--- src/rtl/pe_scalar_pipe_if.sv ---
// Operand/result bundle for pe_scalar_pipe: input beat with valid/ready, result beat with valid/ready.
// Latency: none, wires only.
// Backpressure: in_ready follows out_ready whenever a result is held in the PE.
//
// Signals:
//   in_valid/in_ready      operand beat handshake (master -> PE)
//   op_scalar              000 LUI, 001 ADDI, 010 BNE, 011 ADD, 100 SUB, 101 BEQ, 11x NOP
//   inp1/inp2/R_immediate  operand A, operand B, pre-extended immediate
//   fwd_sel                bit0 forwards last result into A, bit1 into B
//   out_valid/out_ready    result beat handshake (PE -> master)
//   out1/flag_br/flag_ovf  result, branch condition, signed overflow
//   br_cnt/br_cnt_clr      saturating taken-branch count and its synchronous clear
interface pe_scalar_pipe_if #(
    parameter int DWIDTH    = 32,
    parameter int CNT_WIDTH = 16
);
    logic                 in_valid;
    logic                 in_ready;
    logic [2:0]           op_scalar;
    logic [DWIDTH-1:0]    inp1;
    logic [DWIDTH-1:0]    inp2;
    logic [DWIDTH-1:0]    R_immediate;
    logic [1:0]           fwd_sel;
    logic                 out_valid;
    logic                 out_ready;
    logic [DWIDTH-1:0]    out1;
    logic                 flag_br;
    logic                 flag_ovf;
    logic [CNT_WIDTH-1:0] br_cnt;
    logic                 br_cnt_clr;

    // Upstream/downstream side: drives operands and out_ready, observes results.
    modport master (
        output in_valid, op_scalar, inp1, inp2, R_immediate, fwd_sel, out_ready, br_cnt_clr,
        input  in_ready, out_valid, out1, flag_br, flag_ovf, br_cnt
    );

    // Processing-element side.
    modport slave (
        input  in_valid, op_scalar, inp1, inp2, R_immediate, fwd_sel, out_ready, br_cnt_clr,
        output in_ready, out_valid, out1, flag_br, flag_ovf, br_cnt
    );
endinterface

--- src/rtl/pe_scalar_pipe.sv ---
// Registered scalar PE: LUI/ADDI/ADD/SUB/BNE/BEQ with result forwarding, overflow flag, branch counter.
// Latency: result registered one cycle after accept, one beat per cycle while out_ready is high.
// Backpressure: in_ready = !out_valid || out_ready; a stalled result holds out1/flags and blocks input.
//
// Ports:
//   clk  rising-edge clock
//   rst  asynchronous active-low reset
//   io   pe_scalar_pipe_if slave modport (operand beat in, result beat out, branch counter)
module pe_scalar_pipe #(
    parameter int DWIDTH    = 32,
    parameter int CNT_WIDTH = 16
) (
    input  logic             clk,
    input  logic             rst,
    pe_scalar_pipe_if.slave  io
);

    typedef enum logic [2:0] {
        OP_LUI  = 3'b000,
        OP_ADDI = 3'b001,
        OP_BNE  = 3'b010,
        OP_ADD  = 3'b011,
        OP_SUB  = 3'b100,
        OP_BEQ  = 3'b101
    } op_e;

    localparam int MSB = DWIDTH - 1;

    logic [DWIDTH-1:0]    out1_q;
    logic                 out_valid_q;
    logic                 flag_br_q;
    logic                 flag_ovf_q;
    logic [CNT_WIDTH-1:0] br_cnt_q;
    logic [DWIDTH-1:0]    last_result_q;

    logic [DWIDTH-1:0]    a_eff;
    logic [DWIDTH-1:0]    b_eff;
    logic [DWIDTH-1:0]    sum_imm;
    logic [DWIDTH-1:0]    sum_ab;
    logic [DWIDTH-1:0]    diff_ab;
    logic                 ovf_imm;
    logic                 ovf_add;
    logic                 ovf_sub;

    logic [DWIDTH-1:0]    out1_d;
    logic                 flag_br_d;
    logic                 flag_ovf_d;

    logic                 accept;
    logic                 cnt_sat;

    // A slot frees up either when empty or when its beat leaves this cycle.
    assign io.in_ready = !out_valid_q || io.out_ready;
    assign accept      = io.in_valid && io.in_ready;

    // Forwarding uses the value captured at the previous accept, which is
    // independent of whether that beat has been consumed downstream.
    assign a_eff = io.fwd_sel[0] ? last_result_q : io.inp1;
    assign b_eff = io.fwd_sel[1] ? last_result_q : io.inp2;

    assign sum_imm = a_eff + io.R_immediate;
    assign sum_ab  = a_eff + b_eff;
    assign diff_ab = a_eff - b_eff;

    // Add overflows when both inputs share a sign the result does not.
    assign ovf_imm = (a_eff[MSB] == io.R_immediate[MSB]) && (sum_imm[MSB] != a_eff[MSB]);
    assign ovf_add = (a_eff[MSB] == b_eff[MSB])          && (sum_ab[MSB]  != a_eff[MSB]);
    // Subtract overflows when input signs differ and the result leaves A's sign.
    assign ovf_sub = (a_eff[MSB] != b_eff[MSB])          && (diff_ab[MSB] != a_eff[MSB]);

    always_comb begin
        out1_d     = '0;
        flag_br_d  = 1'b0;
        flag_ovf_d = 1'b0;
        case (op_e'(io.op_scalar))
            OP_LUI: begin
                out1_d = io.R_immediate;
            end
            OP_ADDI: begin
                out1_d     = sum_imm;
                flag_ovf_d = ovf_imm;
            end
            OP_ADD: begin
                out1_d     = sum_ab;
                flag_ovf_d = ovf_add;
            end
            OP_SUB: begin
                out1_d     = diff_ab;
                flag_ovf_d = ovf_sub;
            end
            OP_BNE: begin
                flag_br_d = (a_eff != b_eff);
            end
            OP_BEQ: begin
                flag_br_d = (a_eff == b_eff);
            end
            default: begin
                // NOP: zero result, no flags, beat still produced.
            end
        endcase
    end

    assign cnt_sat = &br_cnt_q;

    always_ff @(posedge clk or negedge rst) begin
        if (!rst) begin
            out_valid_q   <= 1'b0;
            out1_q        <= '0;
            flag_br_q     <= 1'b0;
            flag_ovf_q    <= 1'b0;
            last_result_q <= '0;
        end else if (accept) begin
            out_valid_q   <= 1'b1;
            out1_q        <= out1_d;
            flag_br_q     <= flag_br_d;
            flag_ovf_q    <= flag_ovf_d;
            last_result_q <= out1_d;
        end else if (io.out_ready) begin
            // Data registers keep their value; only the valid drops.
            out_valid_q   <= 1'b0;
        end
    end

    // Clear has priority over an increment landing in the same cycle.
    always_ff @(posedge clk or negedge rst) begin
        if (!rst) begin
            br_cnt_q <= '0;
        end else if (io.br_cnt_clr) begin
            br_cnt_q <= '0;
        end else if (accept && flag_br_d && !cnt_sat) begin
            br_cnt_q <= br_cnt_q + 1'b1;
        end
    end

    assign io.out_valid = out_valid_q;
    assign io.out1      = out1_q;
    assign io.flag_br   = flag_br_q;
    assign io.flag_ovf  = flag_ovf_q;
    assign io.br_cnt    = br_cnt_q;

endmodule

--- src/flat_wrapper.sv ---
// flat-port wrapper written by rule: the top's interface ports become plain ports
module pe_scalar_pipe_flat 
#(
    parameter int DWIDTH    = 32,
    parameter int CNT_WIDTH = 16
)
  (clk, rst, io_in_valid, io_op_scalar, io_inp1, io_inp2, io_R_immediate, io_fwd_sel, io_out_ready, io_br_cnt_clr, io_in_ready, io_out_valid, io_out1, io_flag_br, io_flag_ovf, io_br_cnt);
  pe_scalar_pipe_if #(.DWIDTH(DWIDTH), .CNT_WIDTH(CNT_WIDTH)) io_i ();
  input  logic clk;
  input  logic rst;
  input wire logic [$bits(io_i.in_valid)-1:0] io_in_valid;
  input wire logic [$bits(io_i.op_scalar)-1:0] io_op_scalar;
  input wire logic [$bits(io_i.inp1)-1:0] io_inp1;
  input wire logic [$bits(io_i.inp2)-1:0] io_inp2;
  input wire logic [$bits(io_i.R_immediate)-1:0] io_R_immediate;
  input wire logic [$bits(io_i.fwd_sel)-1:0] io_fwd_sel;
  input wire logic [$bits(io_i.out_ready)-1:0] io_out_ready;
  input wire logic [$bits(io_i.br_cnt_clr)-1:0] io_br_cnt_clr;
  output wire logic [$bits(io_i.in_ready)-1:0] io_in_ready;
  output wire logic [$bits(io_i.out_valid)-1:0] io_out_valid;
  output wire logic [$bits(io_i.out1)-1:0] io_out1;
  output wire logic [$bits(io_i.flag_br)-1:0] io_flag_br;
  output wire logic [$bits(io_i.flag_ovf)-1:0] io_flag_ovf;
  output wire logic [$bits(io_i.br_cnt)-1:0] io_br_cnt;
  assign io_i.in_valid = io_in_valid;
  assign io_i.op_scalar = io_op_scalar;
  assign io_i.inp1 = io_inp1;
  assign io_i.inp2 = io_inp2;
  assign io_i.R_immediate = io_R_immediate;
  assign io_i.fwd_sel = io_fwd_sel;
  assign io_i.out_ready = io_out_ready;
  assign io_i.br_cnt_clr = io_br_cnt_clr;
  assign io_in_ready = io_i.in_ready;
  assign io_out_valid = io_i.out_valid;
  assign io_out1 = io_i.out1;
  assign io_flag_br = io_i.flag_br;
  assign io_flag_ovf = io_i.flag_ovf;
  assign io_br_cnt = io_i.br_cnt;
  pe_scalar_pipe #(.DWIDTH(DWIDTH), .CNT_WIDTH(CNT_WIDTH)) u_core (.clk(clk), .rst(rst), .io(io_i));
endmodule
--- config.mk ---
export PLATFORM = sky130hd
export DESIGN_NAME = pe_scalar_pipe_flat
export DESIGN_NICKNAME = d
export VERILOG_FILES = /design/src/rtl/pe_scalar_pipe_if.sv /design/src/rtl/pe_scalar_pipe.sv /design/src/flat_wrapper.sv
export SDC_FILE = /design/constraint.sdc
export NUM_CORES = 1
export LEC_CHECK = 0
export CELL_PAD_IN_SITES_DETAIL_PLACEMENT = 0
export CELL_PAD_IN_SITES_GLOBAL_PLACEMENT = 1
export CORE_AREA = 10 10 153 155
export CTS_CLUSTER_SIZE = 16
export DETAILED_ROUTE_END_ITERATION = 8
export DIE_AREA = 0 0 163 165
export HOLD_SLACK_MARGIN = 0.15
export PLACE_DENSITY = 0.9
export SKIP_CTS_REPAIR_TIMING = 1
export SYNTH_ARGS = -nofsm -noshare
export SYNTH_HDL_FRONTEND = slang
export SYNTH_SLANG_ARGS = --single-unit
--- constraint.sdc ---
create_clock -name clk -period 11.3 [get_ports clk]
set_input_delay 1.13 -clock clk [delete_from_list [all_inputs] [get_ports clk]]
set_output_delay 1.13 -clock clk [all_outputs]
set_load 0.03 [all_outputs]
==> flow_metrics.tcl, run 1 <==
set metrics [dict create \
    synthFlopType "dfrtp_1" \
    layout.nets 1445 \
    die_y_um 165 \
    drive_above_1_share_pct 6.516 \
    gp_congestion 0.9426 \
    outcome "finished clean" \
    rsz0062_at_grt "false" \
    grt_remaining_overflow 0 \
    yosys.area.top_type "dfrtp_1" \
    cp_max_fo 33 \
    worstPathArrival_ns 5.77 \
    hold_viol_final 0 \
    cts_root_buf "clkbuf_16" \
    wire_per_inst_um 22.07 \
    vias_per_cell 6.193 \
    yosysSeqAreaShare_pct 14.75 \
    cp-startpoint "io_fwd_sel[0]" \
    syn2layout_area_growth_pct 21.84 \
    maxCapViolCount 0 \
    synth_cells 1133 \
    dieArea_sq_mm 0.02690 \
    via_count 9370 \
    critPathCaptureType "flip-flop" \
    clock_skew_ns 0.01743 \
    syn_nets 1336 \
    first_global_vias 9205 \
    min_period_ns 5.575 \
    syn_area_per_cell_sq_um 7.634 \
    htree_levels 2 \
    wl_mm 33.39 \
    pre_cts_ws_ns 5.510 \
    rows 52 \
    clockBufferDepth 2 \
    grt_antenna_before_repair 0 \
    synthArstFlopShare_pct 100.0 \
    ys_warn_count 0 \
    clk_latency_ns 0.32 \
    drcViolationCount 0 \
    setup_tns_ns 0 \
    start_util_pct 42.88 \
    maxSlewViolCount 0 \
    detailed_place_hpwl_mm 26.21 \
    fp.dieW_um 163 \
    drtAntennaViolNets 0 \
    drtPass1Iterations 5 \
    critPathKind "in -> reg" \
    ys_types 73 \
    cts_made_buffers 5 \
    crit_path_start_kind "input pin" \
    max-slew-margin-rel_pct 26.31 \
    setup_viol 0 \
    core_area_sq_mm 0.02017 \
    r2r-start "u_core.last_result_q[0]" \
    synth_top_area_share_pct 14.75 \
    yosys-top-cells-count "97 x a21oi_1, 94 x ha_1, 87 x nand2_1" \
    clkTransAtPathRegs_ns 0.10 \
    maxClockFrequency_ghz 0.1794 \
    worstHoldPathType "reg -> reg" \
    synth-seq-cells 51 \
    crit_required_ns 11.50 \
    layout_worst_path_cycle_share_pct 49.34 \
    grt_start_max_net_pins 52 \
    cts_tree "yes" \
    mappedNetlistArea_sq_mm 0.008650 \
    peakVddDrop_uv 74.38 \
    io_buffer_count 157 \
    min_from "u_core.io.flag_ovf" \
    n_antenna_cell 0 \
    synth_edf_count 0 \
    fillers 1968 \
    power.leakage_nw 4.610 \
    fin_ws_ns 5.725 \
    grt_use_total_pct 23.68 \
    top_level_ports 158 \
    p_per_area_mw_per_mm2 150.5 \
    drt_iter0_drc 886 \
    cts.sink_count 51 \
    synth_area_leaders "dfrtp_1 15%, ha_1 14%, a21oi_1 5.6%" \
    yosysMostFrequentCell "a21oi_1" \
    grt_pass1_wl_mm 51.20 \
    tightestPinTransition_ns 1.096 \
]
-- metal layers --
layer	global-route usage [%]	vias to the layer above	wire length, um	share of wire (%)
li1	-	4453	-	-
met1	31.81	4434	14800	44
met4	6.107	0	688	2.1
met5	0	-	0	0
met3	4.854	53	2880	8.6
met2	37.84	430	15020	45
-- stage by stage --
stage	hold WS [ns]	power [W]	cells	util [%]	area (sq um)
floorplan	0.6589	0.001052	1133	-	8650
global placement	0.4827	0.001386	1505	51.50	10390
detailed placement	0.4797	0.001387	1505	51.50	10390
CTS	0.5104	0.001568	1513	52.25	10540
global route	0.5523	0.001699	1513	52.25	10540
finish	0.5048	0.001586	1513	52.25	10540
-- worst max-delay path, stage by stage --
cell	delay, ns
buf_2	0.69
mux2i_1	0.31
inv_1	0.09
ha_1	0.23
fa_1	0.49
nand2b_1	0.13
a221oi_1	0.16
o311ai_0	0.61
or3b_2	0.49
o21a_1	0.28
a221oi_1	0.40
o221ai_1	0.21
a22o_1	0.23
a221o_1	0.29
-- sequential cells by signal (all words and copies together), names as in the netlist --
name	count
u_core.io.br_cnt	16
u_core.io.flag_br	1
u_core.io.flag_ovf	1
u_core.io.out_valid	1
u_core.last_result_q	32
-- area by class of cell --
class | count | area (sq um) | area share, %
tap | 270 | 337.8 | 3.205
sequential | 51 | 1276 | 12.11
timing repair buffer | 168 | 1639 | 15.55
inverter | 67 | 251.5 | 2.386
clock inverter | 3 | 26.28 | 0.2493
clock buffer | 5 | 125.1 | 1.187
multi-input combinational | 949 | 6883 | 65.31
-- placed cells by master (no fill, tap or decap), types with 10 or more instances in the layout --
cell and count:
nand4_1 13, nor4_1 12, mux2i_1 40, inv_1 65, a221oi_1 18, clkdlybuf4s50_1 154, nor2_1 80, nor2b_1 16
xnor2_1 41, a222oi_1 11, o221ai_1 15, or3_1 11, o31ai_1 11, mux2_2 33, a22oi_1 10, buf_4 11
nor3_1 15, a21o_1 29, dfrtp_1 51, a221o_1 14, nand3_1 31, a211oi_1 10, nand2_1 87, nand2b_1 10
a21oi_1 97, o21bai_1 19, ha_1 94, o21ai_0 81, xor2_1 29
-- power breakdown --
part,leakage (nW),internal [W],switching (W)
combinational,3.85,0.000468,0.000699
sequential,0.684,0.000212,0.0000323
clock,0.0748,0.0000849,0.0000904
total,4.61,0.000764,0.000822
-- worst paths after layout --
check / slack [ns] / end / depth (start not counted)
min: 0.50 / u_core.io.flag_ovf / 2
min in group asynchronous: 0.96 / u_core.io.br_cnt[4] / 2
max in group asynchronous: 9.83 / u_core.last_result_q[25] / 2
max reg2reg: 6.86 / u_core.last_result_q[26] / 12
max: 5.72 / u_core.last_result_q[26] / 14
min reg2reg: 0.50 / u_core.io.flag_ovf / 2
-- cell families after synthesis --
kind of cell,share of synthesized area [%]
DFF,14.75
AOI/OAI and AO/OA,30.99
xor gates and xnor gates,7.088
adders and majority gates,14.29
and+or+nand+nor,18.11
muxes,8.925
buffers and inverters,5.844
Power figures use the tool's default switching activity.
==> run 2, diff against run 1 <==
Settings changed: CORE_AREA 10 10 153 155 to 10 10 159 161, DIE_AREA 0 0 163 165 to 0 0 169 171, PLACE_DENSITY 0.9 to 0.84.
Clock period 11.3 ns to 5.4 ns, I/O delays scaled along.
==> run 2 against run 1 <==
Compared with the run above: wire length rose by 3.7%; via count up 0.89%; hold slack got worse by 0.13 ns; total power is 110% higher; highest routed layer unchanged.
==> flow_metrics.tcl, run 2 (same netlist as run 1, synthesis figures left out) <==
set metrics [dict create \
    cp_max_fo 5 \
    tightestPinTransition_ns 1.121 \
    layout_worst_path_cycle_share_pct 84.28 \
    worstPathArrival_ns 4.76 \
    setup_viol 0 \
    layout.nets 1455 \
    grt_antenna_before_repair 0 \
    syn2layout_area_growth_pct 23.06 \
    htree_levels 2 \
    p_per_area_mw_per_mm2 315.6 \
    drive_above_1_share_pct 7.183 \
    cts_root_buf "clkbuf_16" \
    crit_required_ns 5.61 \
    p_seq_share_pct 15.2 \
    start_util_pct 38.91 \
    rows 55 \
    drt_iter0_drc 1057 \
    maxCapViolCount 0 \
    final_cell_mix "154 x clkdlybuf4s50_1, 97 x a21oi_1, 94 x ha_1" \
    cts_tree "yes" \
    cts.sink_count 51 \
    largest_register_ffs 32 \
    dieArea_sq_mm 0.02890 \
    drcViolationCount 0 \
    vias_per_cell 6.146 \
    cts_made_buffers 5 \
    clockBufferDepth 2 \
    worstHoldPathType "in -> async" \
    grt_start_max_net_pins 52 \
    grt_pass1_wl_mm 53.71 \
    max-slew-margin-rel_pct 25.10 \
    critPathCaptureType "flip-flop" \
    drtAntennaViolNets 0 \
    n_antenna_cell 0 \
    detailed_place_hpwl_mm 27.34 \
    outcome "finished clean" \
    min_period_ns 4.551 \
    critPathKind "in -> reg" \
    p_int_w 0.001621 \
    clk_latency_ns 0.32 \
    gp_congestion 0.9773 \
    fp.dieW_um 169 \
    grt_use_total_pct 23.08 \
    clkTransAtPathRegs_ns 0.09 \
    maxClockFrequency_ghz 0.2197 \
    power.leakage_nw 4.661 \
    peakVddDrop_uv 141.6 \
    rsz0062_at_grt "false" \
    final_core_utilization_pct 47.89 \
    power_frac_comb_pct 73.6 \
    first_global_vias 9371 \
    swShare_pct 51.74 \
    clock_skew_ns 0.01105 \
    wire_per_inst_um 22.51 \
    hold_viol_final 0 \
    setup_tns_ns 0 \
    die_y_um 171 \
    grt_remaining_overflow 0 \
    switchingPower_w 0.001738 \
    maxSlewViolCount 0 \
    drtPass1Iterations 6 \
    wl_mm 34.62 \
    io_buffer_count 157 \
    core_area_sq_mm 0.02223 \
    clockPowerShare_pct 11.2 \
    crit_path_start_kind "input pin" \
    largest_register "u_core.last_result_q" \
    mostFrequentLayoutCell "clkdlybuf4s50_1" \
    via_count 9453 \
    top_level_ports 158 \
]
run 2: cell count changes in the layout (fill, tap and decap cells not counted), sizes merged:
cell,previous run,this run
inv,68,66
clkbuf,5,6
buf,14,24
clkinvlp,0,1
run 2: layout make-up:
type / instances / area, sq um
Sequential cell: 51 / 1276
Clock buffer: 6 / 138.9
Fill cell: 2271 / 11580
Clock inverter: 2 / 16.27
Timing Repair Buffer: 178 / 1727
Multi-Input combinational cell: 949 / 6878
Inverter: 67 / 251.5
Tap cell: 285 / 356.6
run 2: layer usage:
metal / part of all wire [%] / global-route usage, %
met5: 0 / 0
met4: 2.8 / 6.642
met3: 7.3 / 3.579
met2: 46 / 38.66
met1: 44 / 29.99
run 2: path summary, 6_finish.rpt:
check / startpoint / slack, ns / endpoint / depth (start not counted)
worst max-delay path: io_inp1[0] / 0.85 / u_core.last_result_q[26] / 14
worst min-delay path: rst / 0.38 / u_core.last_result_q[13] / 2
worst max register to register: u_core.last_result_q[0] / 0.99 / u_core.last_result_q[26] / 13
worst min register to register: u_core.io.flag_ovf / 0.49 / u_core.io.flag_ovf / 2
max in group asynchronous: rst / 4.51 / u_core.last_result_q[0] / 2
min in group clk: u_core.io.flag_ovf / 0.49 / u_core.io.flag_ovf / 2
run 2: metrics by stage:
stage / setup WS [ns] / total power (W) / cells / instance area [sq um] / hold slack, ns
2_1_floorplan: 0.9105 / 0.002201 / 1133 / 8650 / 0.2444
3_3_place_gp: 0.6804 / 0.002930 / 1530 / 10490 / 0.4792
3_5_place_dp: 0.6525 / 0.002927 / 1530 / 10490 / 0.4748
4_1_cts: 0.9893 / 0.003315 / 1538 / 10640 / 0.4063
5_1_grt: 0.7210 / 0.003599 / 1538 / 10640 / 0.4368
6_report: 0.8489 / 0.003360 / 1538 / 10640 / 0.3775
run 2: critical path, stage by stage:
cell and delay, ns:
clkdlybuf4s50_1 0.41, mux2i_1 0.17, inv_1 0.08, ha_1 0.23, fa_1 0.45, a21oi_1 0.27, o211ai_1 0.21, a221oi_1 0.63
o21ai_0 0.52, a21o_1 0.33, a31oi_1 0.27, o21ai_0 0.15, xnor2_1 0.15, a221o_1 0.34
run 2: power by group through the flow:
| stage | clock (W) | sequential, W | combinational [W] |
|---|---|---|---|
| final | 0.000376 | 0.000511 | 0.00247 |
| after global routing | 0.000391 | 0.000523 | 0.00268 |
| after CTS | 0.000379 | 0.000510 | 0.00243 |
| after detailed placement | 0 | 0.000517 | 0.00241 |
| after global placement | 0 | 0.000515 | 0.00242 |
| after floorplan | 0 | 0.000624 | 0.00158 |
